`src/rtl/stack_controller_if.sv`:
```
// Bundles the CPU request, context-burst, status and stack-datapath signals of stack_controller.
// slave is the controller's view; master is the surrounding system's view.
interface stack_controller_if;
  logic        cpu_push;
  logic        cpu_pop;
  logic [31:0] cpu_d;
  logic        cpu_stall;
  logic        ctx_save;
  logic        ctx_restore;
  logic [4:0]  ctx_len;
  logic [3:0]  ctx_widx;
  logic [31:0] ctx_wdata;
  logic [31:0] ctx_rdata;
  logic        ctx_rvalid;
  logic        busy;
  logic        done;
  logic [7:0]  count;
  logic        err_ovf;
  logic        err_unf;
  logic        clr_err;
  logic        stk_push;
  logic        stk_pop;
  logic [31:0] stk_d;
  logic [31:0] stk_q;

  modport slave (
    input  cpu_push, cpu_pop, cpu_d, ctx_save, ctx_restore, ctx_len, ctx_wdata, clr_err, stk_q,
    output cpu_stall, ctx_widx, ctx_rdata, ctx_rvalid, busy, done, count, err_ovf, err_unf,
    output stk_push, stk_pop, stk_d
  );

  modport master (
    output cpu_push, cpu_pop, cpu_d, ctx_save, ctx_restore, ctx_len, ctx_wdata, clr_err, stk_q,
    input  cpu_stall, ctx_widx, ctx_rdata, ctx_rvalid, busy, done, count, err_ovf, err_unf,
    input  stk_push, stk_pop, stk_d
  );
endinterface

```
`src/rtl/stack_controller.sv`:
```
// Arbitrates single-word CPU push/pop against multi-word context save/restore bursts
// onto an external 32-bit stack datapath, tracking occupancy and sticky error flags.
module stack_controller #(
  parameter int unsigned DEPTH    = 128,
  parameter int unsigned MAXBURST = 16
) (
  input  logic              clk,
  input  logic              reset,
  stack_controller_if.slave bus
);
  localparam logic [8:0] DepthW = 9'(DEPTH);
  localparam logic [4:0] MaxLen = 5'(MAXBURST);

  typedef enum logic [1:0] {StIdle, StSave, StRestore} state_e;

  state_e     state_q;
  logic [3:0] idx_q;
  logic [3:0] last_q;
  logic [7:0] count_q;
  logic       done_q;
  logic       err_ovf_q;
  logic       err_unf_q;

  logic       idle, in_save, in_restore, start, len_ok, cpu_req, cpu_go;
  logic       save_ok, rest_ok, set_ovf, set_unf, cpu_push_op, cpu_pop_op;
  logic       push, pop;
  logic [8:0] save_total;

  always_comb begin
    idle        = (state_q == StIdle);
    in_save     = (state_q == StSave);
    in_restore  = (state_q == StRestore);
    start       = idle & ~reset & (bus.ctx_save | bus.ctx_restore);
    len_ok      = (bus.ctx_len != 5'd0) && (bus.ctx_len <= MaxLen);
    save_total  = {1'b0, count_q} + {4'b0, bus.ctx_len};
    // Save has priority, so a restore is only considered when ctx_save is low.
    save_ok     = start & bus.ctx_save & len_ok & (save_total <= DepthW);
    rest_ok     = start & ~bus.ctx_save & len_ok & ({3'b0, bus.ctx_len} <= count_q);
    cpu_req     = ~reset & (bus.cpu_push | bus.cpu_pop);
    // Push and pop together cancel out: neither executes nor stalls.
    cpu_go      = idle & ~start & ~reset & (bus.cpu_push ^ bus.cpu_pop);
    cpu_push_op = cpu_go & bus.cpu_push & ({1'b0, count_q} < DepthW);
    cpu_pop_op  = cpu_go & bus.cpu_pop & (count_q != 8'd0);
    set_ovf     = (start & bus.ctx_save & len_ok & (save_total > DepthW))
                | (cpu_go & bus.cpu_push & ~cpu_push_op);
    set_unf     = (start & ~bus.ctx_save & len_ok & ({3'b0, bus.ctx_len} > count_q))
                | (cpu_go & bus.cpu_pop & ~cpu_pop_op);
    push        = in_save | cpu_push_op;
    pop         = in_restore | cpu_pop_op;
  end

  always_comb begin
    bus.stk_push   = push;
    bus.stk_pop    = pop;
    bus.stk_d      = in_save ? bus.ctx_wdata : (cpu_push_op ? bus.cpu_d : 32'h0);
    bus.cpu_stall  = cpu_req & (~idle | start);
    bus.ctx_widx   = idx_q;
    bus.ctx_rvalid = in_restore;
    bus.ctx_rdata  = in_restore ? bus.stk_q : 32'h0;
    bus.busy       = ~idle;
    bus.done       = done_q;
    bus.count      = count_q;
    bus.err_ovf    = err_ovf_q;
    bus.err_unf    = err_unf_q;
  end

  always_ff @(posedge clk or posedge reset) begin
    if (reset) begin
      state_q   <= StIdle;
      idx_q     <= 4'd0;
      last_q    <= 4'd0;
      count_q   <= 8'd0;
      done_q    <= 1'b0;
      err_ovf_q <= 1'b0;
      err_unf_q <= 1'b0;
    end else begin
      done_q    <= 1'b0;
      count_q   <= count_q + {7'd0, push} - {7'd0, pop};
      err_ovf_q <= set_ovf | (err_ovf_q & ~bus.clr_err);
      err_unf_q <= set_unf | (err_unf_q & ~bus.clr_err);
      unique case (state_q)
        StIdle: begin
          if (start && !len_ok) begin
            done_q <= 1'b1;
          end else if (save_ok) begin
            state_q <= StSave;
            idx_q   <= 4'd0;
            last_q  <= 4'(bus.ctx_len - 5'd1);
          end else if (rest_ok) begin
            state_q <= StRestore;
            idx_q   <= 4'(bus.ctx_len - 5'd1);
          end
        end
        StSave: begin
          if (idx_q == last_q) begin
            state_q <= StIdle;
            idx_q   <= 4'd0;
            done_q  <= 1'b1;
          end else begin
            idx_q <= idx_q + 4'd1;
          end
        end
        StRestore: begin
          if (idx_q == 4'd0) begin
            state_q <= StIdle;
            done_q  <= 1'b1;
          end else begin
            idx_q <= idx_q - 4'd1;
          end
        end
        default: begin
          state_q <= StIdle;
          idx_q   <= 4'd0;
        end
      endcase
    end
  end
endmodule

```
`src/flat_wrapper.sv`:
```
// flat-port wrapper written by rule: the top's interface ports become plain ports
module stack_controller_flat 
#(
  parameter int unsigned DEPTH    = 128,
  parameter int unsigned MAXBURST = 16
)
  (clk, reset, bus_cpu_push, bus_cpu_pop, bus_cpu_d, bus_ctx_save, bus_ctx_restore, bus_ctx_len, bus_ctx_wdata, bus_clr_err, bus_stk_q, bus_cpu_stall, bus_ctx_widx, bus_ctx_rdata, bus_ctx_rvalid, bus_busy, bus_done, bus_count, bus_err_ovf, bus_err_unf, bus_stk_push, bus_stk_pop, bus_stk_d);
  stack_controller_if bus_i ();
  input  logic clk;
  input  logic reset;
  input wire logic [$bits(bus_i.cpu_push)-1:0] bus_cpu_push;
  input wire logic [$bits(bus_i.cpu_pop)-1:0] bus_cpu_pop;
  input wire logic [$bits(bus_i.cpu_d)-1:0] bus_cpu_d;
  input wire logic [$bits(bus_i.ctx_save)-1:0] bus_ctx_save;
  input wire logic [$bits(bus_i.ctx_restore)-1:0] bus_ctx_restore;
  input wire logic [$bits(bus_i.ctx_len)-1:0] bus_ctx_len;
  input wire logic [$bits(bus_i.ctx_wdata)-1:0] bus_ctx_wdata;
  input wire logic [$bits(bus_i.clr_err)-1:0] bus_clr_err;
  input wire logic [$bits(bus_i.stk_q)-1:0] bus_stk_q;
  output wire logic [$bits(bus_i.cpu_stall)-1:0] bus_cpu_stall;
  output wire logic [$bits(bus_i.ctx_widx)-1:0] bus_ctx_widx;
  output wire logic [$bits(bus_i.ctx_rdata)-1:0] bus_ctx_rdata;
  output wire logic [$bits(bus_i.ctx_rvalid)-1:0] bus_ctx_rvalid;
  output wire logic [$bits(bus_i.busy)-1:0] bus_busy;
  output wire logic [$bits(bus_i.done)-1:0] bus_done;
  output wire logic [$bits(bus_i.count)-1:0] bus_count;
  output wire logic [$bits(bus_i.err_ovf)-1:0] bus_err_ovf;
  output wire logic [$bits(bus_i.err_unf)-1:0] bus_err_unf;
  output wire logic [$bits(bus_i.stk_push)-1:0] bus_stk_push;
  output wire logic [$bits(bus_i.stk_pop)-1:0] bus_stk_pop;
  output wire logic [$bits(bus_i.stk_d)-1:0] bus_stk_d;
  assign bus_i.cpu_push = bus_cpu_push;
  assign bus_i.cpu_pop = bus_cpu_pop;
  assign bus_i.cpu_d = bus_cpu_d;
  assign bus_i.ctx_save = bus_ctx_save;
  assign bus_i.ctx_restore = bus_ctx_restore;
  assign bus_i.ctx_len = bus_ctx_len;
  assign bus_i.ctx_wdata = bus_ctx_wdata;
  assign bus_i.clr_err = bus_clr_err;
  assign bus_i.stk_q = bus_stk_q;
  assign bus_cpu_stall = bus_i.cpu_stall;
  assign bus_ctx_widx = bus_i.ctx_widx;
  assign bus_ctx_rdata = bus_i.ctx_rdata;
  assign bus_ctx_rvalid = bus_i.ctx_rvalid;
  assign bus_busy = bus_i.busy;
  assign bus_done = bus_i.done;
  assign bus_count = bus_i.count;
  assign bus_err_ovf = bus_i.err_ovf;
  assign bus_err_unf = bus_i.err_unf;
  assign bus_stk_push = bus_i.stk_push;
  assign bus_stk_pop = bus_i.stk_pop;
  assign bus_stk_d = bus_i.stk_d;
  stack_controller #(.DEPTH(DEPTH), .MAXBURST(MAXBURST)) u_core (.clk(clk), .reset(reset), .bus(bus_i));
endmodule
```
`config.mk`:
```
export PLATFORM = sky130hd
export DESIGN_NAME = stack_controller_flat
export DESIGN_NICKNAME = d
export VERILOG_FILES = /design/src/rtl/stack_controller_if.sv /design/src/rtl/stack_controller.sv /design/src/flat_wrapper.sv
export SDC_FILE = /design/constraint.sdc
export NUM_CORES = 1
export LEC_CHECK = 0
export BUFFER_PORTS_ARGS = -buffer_cell sky130_fd_sc_hd__buf_4
export CORE_ASPECT_RATIO = 0.75
export CORE_MARGIN = 1
export CORE_UTILIZATION = 43
export CTS_CLUSTER_SIZE = 25
export DETAILED_ROUTE_END_ITERATION = 7
export PLACE_DENSITY = 0.95
export SLEW_MARGIN = 5
export SYNTH_ARGS = -nofsm -noshare
export SYNTH_HDL_FRONTEND = slang
export SYNTH_SLANG_ARGS = --single-unit
```
`constraint.sdc`:
```
create_clock -name clk -period 4.75 [get_ports clk]
set_clock_uncertainty 0.1 [all_clocks]
set_input_delay 0.475 -clock clk [delete_from_list [all_inputs] [get_ports clk]]
set_output_delay 0.475 -clock clk [all_outputs]
set_load 0.05 [all_outputs]
```
==> flow_summary.ini, run 1 <==
[timing]
hold_viol_final = 0
setup_viol = 0
timing.final.max_slew_violations = 0
timing_worst_slew_pin_value_ns = 0.855
finalSetupTns_ns = 0
unrepaired_setup_endpoints_after_global_routing = no
timing.slew.headroom_pct = 42.9
max_clock_freq_mhz = 275
period_share_pct = 76.5
post-route-min-period_ns = 3.63

[synth]
syn-cell-area_um2 = 2420
synth_area_leaders = sky130_fd_sc_hd__dfrtp_1 (22%), sky130_fd_sc_hd__ha_1 (14%), sky130_fd_sc_hd__a22o_1 (12%), sky130_fd_sc_hd__and2_1 (8.3%), sky130_fd_sc_hd__inv_1 (4.3%)
yosys.area.top_type = sky130_fd_sc_hd__dfrtp_1
postSynthRegisterBits = 21
syn_nets = 420
synth_area_per_cell_um2 = 8.55
register_area_share_after_synthesis_pct = 21.7
synth_ff_type = sky130_fd_sc_hd__dfrtp_1
synth-edff-count = 0
synthesis.instances = 283
synth.top_cell.area_share_pct = 21.7
asyncSetResetFlopFracSynth_pct = 100
yosys_warnings = 0
yosys.cell_types.count = 45

[final_layout]
final_nets = 605
antenna_diode_count = 0
fraction_of_layout_cells_with_a_size_suffix_above_1_pct = 44.5
area_delta_synth_final_pct = 63.8
design_area_um2 = 3960

[route]
first_iter_violations = 228
avgViaCountPerCell = 5.34
ant_nets = 0
via_count_of_the_routed_design = 2895
drc_errors = 0
route.detailed.wl_per_inst_um = 15.6
wirelength_routed_mm = 8.45
detailedRoute.firstPassIterationCount = 5

[power]
sw_frac_of_total_pct = 57.8
share_clk_of_total_power_pct = 5.1
seq_power_share_pct = 16.7
pwr_density_cell_nw_per_um2 = 606
power_leakage_nw = 2.10
cell_internal_pwr_mw = 1.01
power.net_switching_mw = 1.39
max-vdd-ir-drop_uv = 260
power.share.combinational_pct = 78.2

[clocking]
clkSlewWorstSetupHoldPaths_ns = 0.08
clock_tree.root_cell = sky130_fd_sc_hd__clkbuf_8
cts.repair_timing.setup_buffer_count = 0
post_cts.resized_instances = 0
cts_tree = done
cts_inserted_buffers = 3
cts.path.max_buffers = 2
clock_sink_count = 21
post_cts_hold_buffer_count = 0
htreeDepth = 1
clock_insertion_delay_worst_skew_ns = 0.27

[die]
core_area_um2 = 5380
ioPinCount = 192
fp.dieArea_um2 = 5930
chipWidth_um = 88.6
total_number_of_placement_rows = 23
initial_core_util_pct = 45.0
dieHeight_um = 67.0

[critical_path]
critical_path_arrival_ns = 3.72
timing_worst_setup_path_type = reg2reg
r2r.worst_path.cells = 16
critical_path_peak_fanout = 6
cp_data_required_time_ns = 4.84
r2r_slack_ns = 1.12
cpMaxStageDelayCell = sky130_fd_sc_hd__dfrtp_1
worst_setup_path_end_kind = flip-flop
startpoint = u_core.state_q[1]
worstSetupStartpointType = flip-flop
r2r_start = u_core.state_q[1]
buffer_and_inverter_count_on_the_worst_path = 2
crit_top_cell = sky130_fd_sc_hd__a21oi_1
cp_cell_sequence = nor2_1, inv_1, nor2_1, nand4_1, nand2b_1, nand2_1, ha_1, inv_1, ha_1, a21o_1, a21oi_1, o21bai_1, a21oi_1, o21bai_1, a21oi_1, xor2_1
worstSetupEndpoint = u_core.bus.count[7]
rr_endpoint = u_core.bus.count[7]
worst-path-stages = 16
cpLargestDelayFamily = compound AO/OA/AOI/OAI gates
timing.critical_path.slowest_cell_delay_ns = 0.44

[hold_path]
timing.hold.worst.class = in2async

[grt]
track_usage_pct = 27.3
grt_start_max_net_pins = 38
first_global_vias = 2537
grt_first_pass_wirelength_mm = 12.3
grt_antenna_before_repair = 0
overflow = 0

[outcome]
outcome = complete, no violations

[placement]
dpl_cell_area_um2 = 3920
io_buffers = 191
place.detailed.hpwl_mm = 6.95
routabilityCongestion = 0.892

[flow_run]
max-cap-violations = 0
## cell type report
| class | instances | area (um^2) |
|---|---|---|
| inverter | 28 | 105 |
| clock buffer | 4 | 45.0 |
| timing repair buffer | 193 | 1450 |
| tap | 75 | 93.8 |
| fill | 403 | 1420 |
| sequential | 21 | 526 |
| multi-input combinational | 221 | 1740 |
## power by group through the flow
| stage | logic (mW) | clock network [mW] | registers (mW) |
|---|---|---|---|
| after global routing | 2.00 | 0.129 | 0.415 |
| after detailed placement | 1.86 | 0 | 0.398 |
| after global placement | 1.79 | 0 | 0.393 |
| final | 1.88 | 0.121 | 0.402 |
| after CTS | 1.87 | 0.123 | 0.396 |
| after floorplan | 1.16 | 0 | 0.556 |
## cells by family (layout without fill, tap and decap cells)
logic type,count (synthesis),after routing,synth area share (%)
multiplexers,5,5,2.69
adder cells (fa/ha/maj),29,29,15.6
buffers and inverters,41,225,6.41
AND/OR/NAND/NOR,88,88,21.1
flip-flops,21,21,21.7
XOR/XNOR,16,16,5.79
AO/OA/AOI/OAI,83,83,26.6
## worst min path at each step
stage	from	end	cells past startpoint
after floorplan	reset	u_core.bus.count[0]	1
after global placement	u_core.bus.err_unf	u_core.bus.err_unf	2
after detailed placement	u_core.last_q[3]	u_core.last_q[3]	1
after CTS	reset	u_core.bus.ctx_widx[3]	2
after global routing	reset	u_core.bus.ctx_widx[3]	2
final	reset	u_core.bus.err_unf	2
## sequential cells by signal, indices dropped and copies added, names as in the netlist
signal and count:
u_core.last_q 4, u_core.bus.ctx_widx 4, u_core.bus.err_ovf 1, u_core.bus.done 1
u_core.bus.err_unf 1, u_core.bus.count 8, u_core.state_q 2
## cell usage in the layout (no fill, tap or decap), drive strengths merged, types with 2 or more instances in the layout
cell	Yosys	final
and2	32	32
a221oi	2	2
ha	27	27
fa	2	2
o21bai	4	4
nor2	13	13
xnor2	6	6
o21ai	9	9
a211oi	5	5
a22oi	2	2
nor2b	7	7
xor2	10	10
inv	28	28
o22ai	3	3
o21a	4	4
mux2i	2	2
nor4	3	3
clkbuf	13	4
nand4	3	3
or2	2	2
mux2	3	3
a221o	2	2
nand2b	5	5
a22o	32	32
buf	0	193
nor3b	4	4
dfrtp	21	21
nand3	3	3
a21oi	13	13
nor3	5	5
nand2	5	5
## synthesized netlist by cell type, drive strengths merged, types with 4 or more instances
cell type	instances
a22o	32
o21ai	9
clkbuf	13
nor3b	4
a21oi	13
ha	27
dfrtp	21
a211oi	5
o21a	4
xnor2	6
inv	28
o21bai	4
xor2	10
nand2b	5
and2	32
nand2	5
nor2	13
nor3	5
nor2b	7
## worst reg2reg max path, delay by kind of cell (launching register included)
kind / cells / cell delay (ns)
and+or+nand+nor: 5 / 1.04
DFF: 1 / 0.44
adders and majority gates: 2 / 0.48
buffers and inverters: 2 / 0.21
AOI/OAI and AO/OA: 6 / 1.10
xor gates and xnor gates: 1 / 0.20
## through the flow
step,power (mW),util [%],std cells,setup WS (ns),hold WS (ns)
3_5_place_dp,2.25,72.8,538,1.26,0.422
6_report,2.40,73.6,542,1.12,0.303
3_3_place_gp,2.19,72.8,538,1.39,0.401
5_1_grt,2.54,73.6,542,0.929,0.346
4_1_cts,2.39,73.6,542,1.24,0.315
2_1_floorplan,1.72,-,283,1.19,0.352
## routing by layer
layer	share of wire [%]	vias up	track usage (%)
met5	0	-	0
met4	1.8	0	9.48
met3	6.5	15	4.46
met2	52	147	46.2
met1	40	1354	35.0
li1	-	1379	-
No activity file was read; power rests on OpenSTA's default activity.
==> run 2: changes to the inputs <==
--- a/config.mk
+++ b/config.mk
@@ -5,13 +5,14 @@
 export SDC_FILE = /design/constraint.sdc
 export NUM_CORES = 1
 export LEC_CHECK = 0
+export ABC_AREA = 1
 export BUFFER_PORTS_ARGS = -buffer_cell sky130_fd_sc_hd__buf_4
 export CORE_ASPECT_RATIO = 0.75
 export CORE_MARGIN = 1
-export CORE_UTILIZATION = 43
+export CORE_UTILIZATION = 37
 export CTS_CLUSTER_SIZE = 25
 export DETAILED_ROUTE_END_ITERATION = 7
-export PLACE_DENSITY = 0.95
+export PLACE_DENSITY = 0.86
 export SLEW_MARGIN = 5
 export SYNTH_ARGS = -nofsm -noshare
 export SYNTH_HDL_FRONTEND = slang
==> constraint.sdc (replaced) <==
create_clock -name clk -period 3.2 [get_ports clk]
set_clock_uncertainty 0.1 [all_clocks]
set_input_delay 0.32 -clock clk [delete_from_list [all_inputs] [get_ports clk]]
set_output_delay 0.32 -clock clk [all_outputs]
set_load 0.05 [all_outputs]
==> run 2 against run 1 <==
- the run now ends with design-rule violations left
- flip-flop and latch count unchanged
- worst hold slack worse by 0.26 ns
- core utilization down 9.0 points
==> flow_summary.ini, run 2 <==
[die]
dieHeight_um = 74.4
ioPinCount = 192
total_number_of_placement_rows = 25
core_area_um2 = 6540
chipWidth_um = 98.5
fp.dieArea_um2 = 7330
initial_core_util_pct = 39.6

[hold_path]
timing.hold.worst.class = in2async

[synth]
syn-cell-area_um2 = 2590
synthesis.instances = 425
synth.cells.most_frequent = sky130_fd_sc_hd__nand2_1 (103), sky130_fd_sc_hd__inv_1 (97), sky130_fd_sc_hd__nor2_1 (47), sky130_fd_sc_hd__o21ai_0 (41), sky130_fd_sc_hd__ha_1 (27)
synth_ff_type = sky130_fd_sc_hd__dfrtp_1
synthMostInstantiatedCell = sky130_fd_sc_hd__nand2_1
syn_nets = 562
asyncSetResetFlopFracSynth_pct = 100
yosys.cell_types.count = 31
register_area_share_after_synthesis_pct = 20.3
yosys.area.top_type = sky130_fd_sc_hd__dfrtp_1
synth.top_cell.area_share_pct = 20.3
synth-edff-count = 0
synth_area_leaders = sky130_fd_sc_hd__dfrtp_1 (20%), sky130_fd_sc_hd__nand2_1 (15%), sky130_fd_sc_hd__inv_1 (14%), sky130_fd_sc_hd__ha_1 (13%), sky130_fd_sc_hd__o21ai_0 (7.9%)
yosys_warnings = 0
postSynthRegisterBits = 21
synth_area_per_cell_um2 = 6.09

[clocking]
cts_tree = done
clkSlewWorstSetupHoldPaths_ns = 0.08
htreeDepth = 1
cts_inserted_buffers = 3
clock_insertion_delay_worst_skew_ns = 0.27
cts.path.max_buffers = 2
clock_sink_count = 21
clock_tree.root_cell = sky130_fd_sc_hd__clkbuf_8

[critical_path]
cp_data_required_time_ns = 3.29
r2r.worst_path.cells = 17
r2r_start = u_core.state_q[0]
timing_worst_setup_path_type = reg2reg
cpLargestDelayFamily = simple AND/OR/NAND/NOR gates
critical_path_arrival_ns = 3.08
worstSetupEndpoint = u_core.bus.count[7]
worstSetupStartpointType = flip-flop
r2r_slack_ns = 0.21
timing.critical_path.slowest_cell_delay_ns = 0.43
cp_cell_sequence = nor2_4, inv_4, nor3_4, nor2_1, and3_2, nand2_2, o21ai_4, ha_2, inv_1, ha_1, nand3_1, nand2_1, a21o_1, a21oi_2, o21ai_1, a21oi_2, xor2_1
rr_endpoint = u_core.bus.count[7]
critical_path_peak_fanout = 4
crit_top_cell = sky130_fd_sc_hd__a21oi_2
buffer_and_inverter_count_on_the_worst_path = 2
startpoint = u_core.state_q[0]
worst-path-stages = 17
worst_setup_path_end_kind = flip-flop
cpMaxStageDelayCell = sky130_fd_sc_hd__dfrtp_1

[final_layout]
final_nets = 756
antenna_diode_count = 0
design_area_um2 = 4230
fraction_of_layout_cells_with_a_size_suffix_above_1_pct = 38.5
area_delta_synth_final_pct = 63.5
mostFrequentLayoutCell = sky130_fd_sc_hd__buf_4
final_cell_mix = sky130_fd_sc_hd__buf_4 (200), sky130_fd_sc_hd__nand2_1 (102), sky130_fd_sc_hd__inv_1 (96)
number_of_flip_flops_under_the_largest_register_name = 8

[power]
pwr_density_cell_nw_per_um2 = 866
max-vdd-ir-drop_uv = 397
total_power_mw = 3.66
power_leakage_nw = 2.55

[timing]
timing.slew.headroom_pct = 67.9
period_share_pct = 93.4
timing_worst_slew_pin_value_ns = 0.479
timing.final.max_slew_violations = 0
post-route-min-period_ns = 2.99
finalSetupTns_ns = 0
max_clock_freq_mhz = 335
hold_viol_final = 0
unrepaired_setup_endpoints_after_global_routing = no
setup_viol = 0

[flow_run]
max-cap-violations = 0

[outcome]
violations = design-rule violations
outcome = finished, violations left

[route]
route.detailed.wl_per_inst_um = 12.5
via_count_of_the_routed_design = 3280
ant_nets = 0
detailedRoute.firstPassIterationCount = 8
avgViaCountPerCell = 4.69
drc_errors = 11
first_iter_violations = 162
wirelength_routed_mm = 8.75

[placement]
dpl_cell_area_um2 = 4140
routabilityCongestion = 0.980
place.detailed.hpwl_mm = 7.28
io_buffers = 191

[grt]
grt_first_pass_wirelength_mm = 12.9
grt_antenna_before_repair = 0
first_global_vias = 2864
track_usage_pct = 22.3
overflow = 0
grt_start_max_net_pins = 37
==> run 2: cell types whose count changed after synthesis, moves of 6 or more <==
cell	change
sky130_fd_sc_hd__inv_2	+9
sky130_fd_sc_hd__nor2_1	+34
sky130_fd_sc_hd__clkbuf_1	-6
sky130_fd_sc_hd__inv_1	+69
sky130_fd_sc_hd__and2_1	-32
sky130_fd_sc_hd__a22o_1	-32
sky130_fd_sc_hd__o21ai_0	+32
sky130_fd_sc_hd__nand3_1	+15
sky130_fd_sc_hd__nand2_1	+98
sky130_fd_sc_hd__nor2b_1	-7
==> run 2: stage by stage <==
| stage | utilization (%) | hold WS (ns) | cells | worst slack [ns] |
|---|---|---|---|---|
| after floorplan | - | 0.0814 | 425 | 0.00726 |
| after global placement | 63.3 | 0.325 | 691 | 0.154 |
| after detailed placement | 63.3 | 0.338 | 691 | 0.0896 |
| after CTS | 64.0 | 0.0443 | 695 | 0.0834 |
| after global routing | 64.7 | 0.0565 | 699 | 0.0197 |
| final | 64.7 | 0.0403 | 699 | 0.212 |
==> run 2: kinds of logic (layout without fill, tap and decap cells) <==
| group | after synthesis | count (layout) | synth area share [%] |
|---|---|---|---|
| compound gates | 56 | 56 | 11.3 |
| xor+xnor | 16 | 16 | 5.42 |
| fa+ha+maj | 29 | 29 | 14.6 |
| buf+inv | 118 | 311 | 17.7 |
| flops | 21 | 21 | 20.3 |
| simple gates | 185 | 185 | 30.7 |
==> run 2: worst min-delay path by stage <==
stage / start / to / cells past startpoint
floorplan: reset / u_core.bus.count[0] / 1
global placement: reset / u_core.bus.err_unf / 3
detailed placement: reset / u_core.bus.err_unf / 3
CTS: reset / u_core.bus.err_unf / 3
global route: reset / u_core.bus.err_unf / 3
finish: reset / u_core.bus.err_unf / 3
==> run 2: routing by layer <==
layer	wire, um	global-route usage [%]
met5	0	0
met4	164	5.80
met3	735	3.85
met2	4390	42.1
met1	3460	26.6
==> run 2: power by group <==
| group | switching (mW) | total (mW) | internal (mW) |
|---|---|---|---|
| sequential | 0.165 | 0.570 | 0.405 |
| clock | 0.0945 | 0.183 | 0.0890 |
| combinational | 1.92 | 2.91 | 0.994 |
==> run 2: area by class of cell <==
type                    instances  area, um^2
fillers                       548        2310
well taps                      81         101
multi-input cells             286        1640
clock buffers                   4        45.0
repair buffers                200        1500
inverters                     107         409
flip-flops and latches         21         533
==> run 2: worst min-delay path, cell delays in order <==
cell and delay, ns:
sky130_fd_sc_hd__buf_4 0.14, sky130_fd_sc_hd__clkinvlp_4 0.06, sky130_fd_sc_hd__buf_4 0.28
==> run 2: what timing repair did <==
item                                    in CTS  in global routing
setup buffers                                0                  4
hold buffers                                 0                  0
gates resized for setup                      0                  8
endpoints found under the setup margin       0                  2
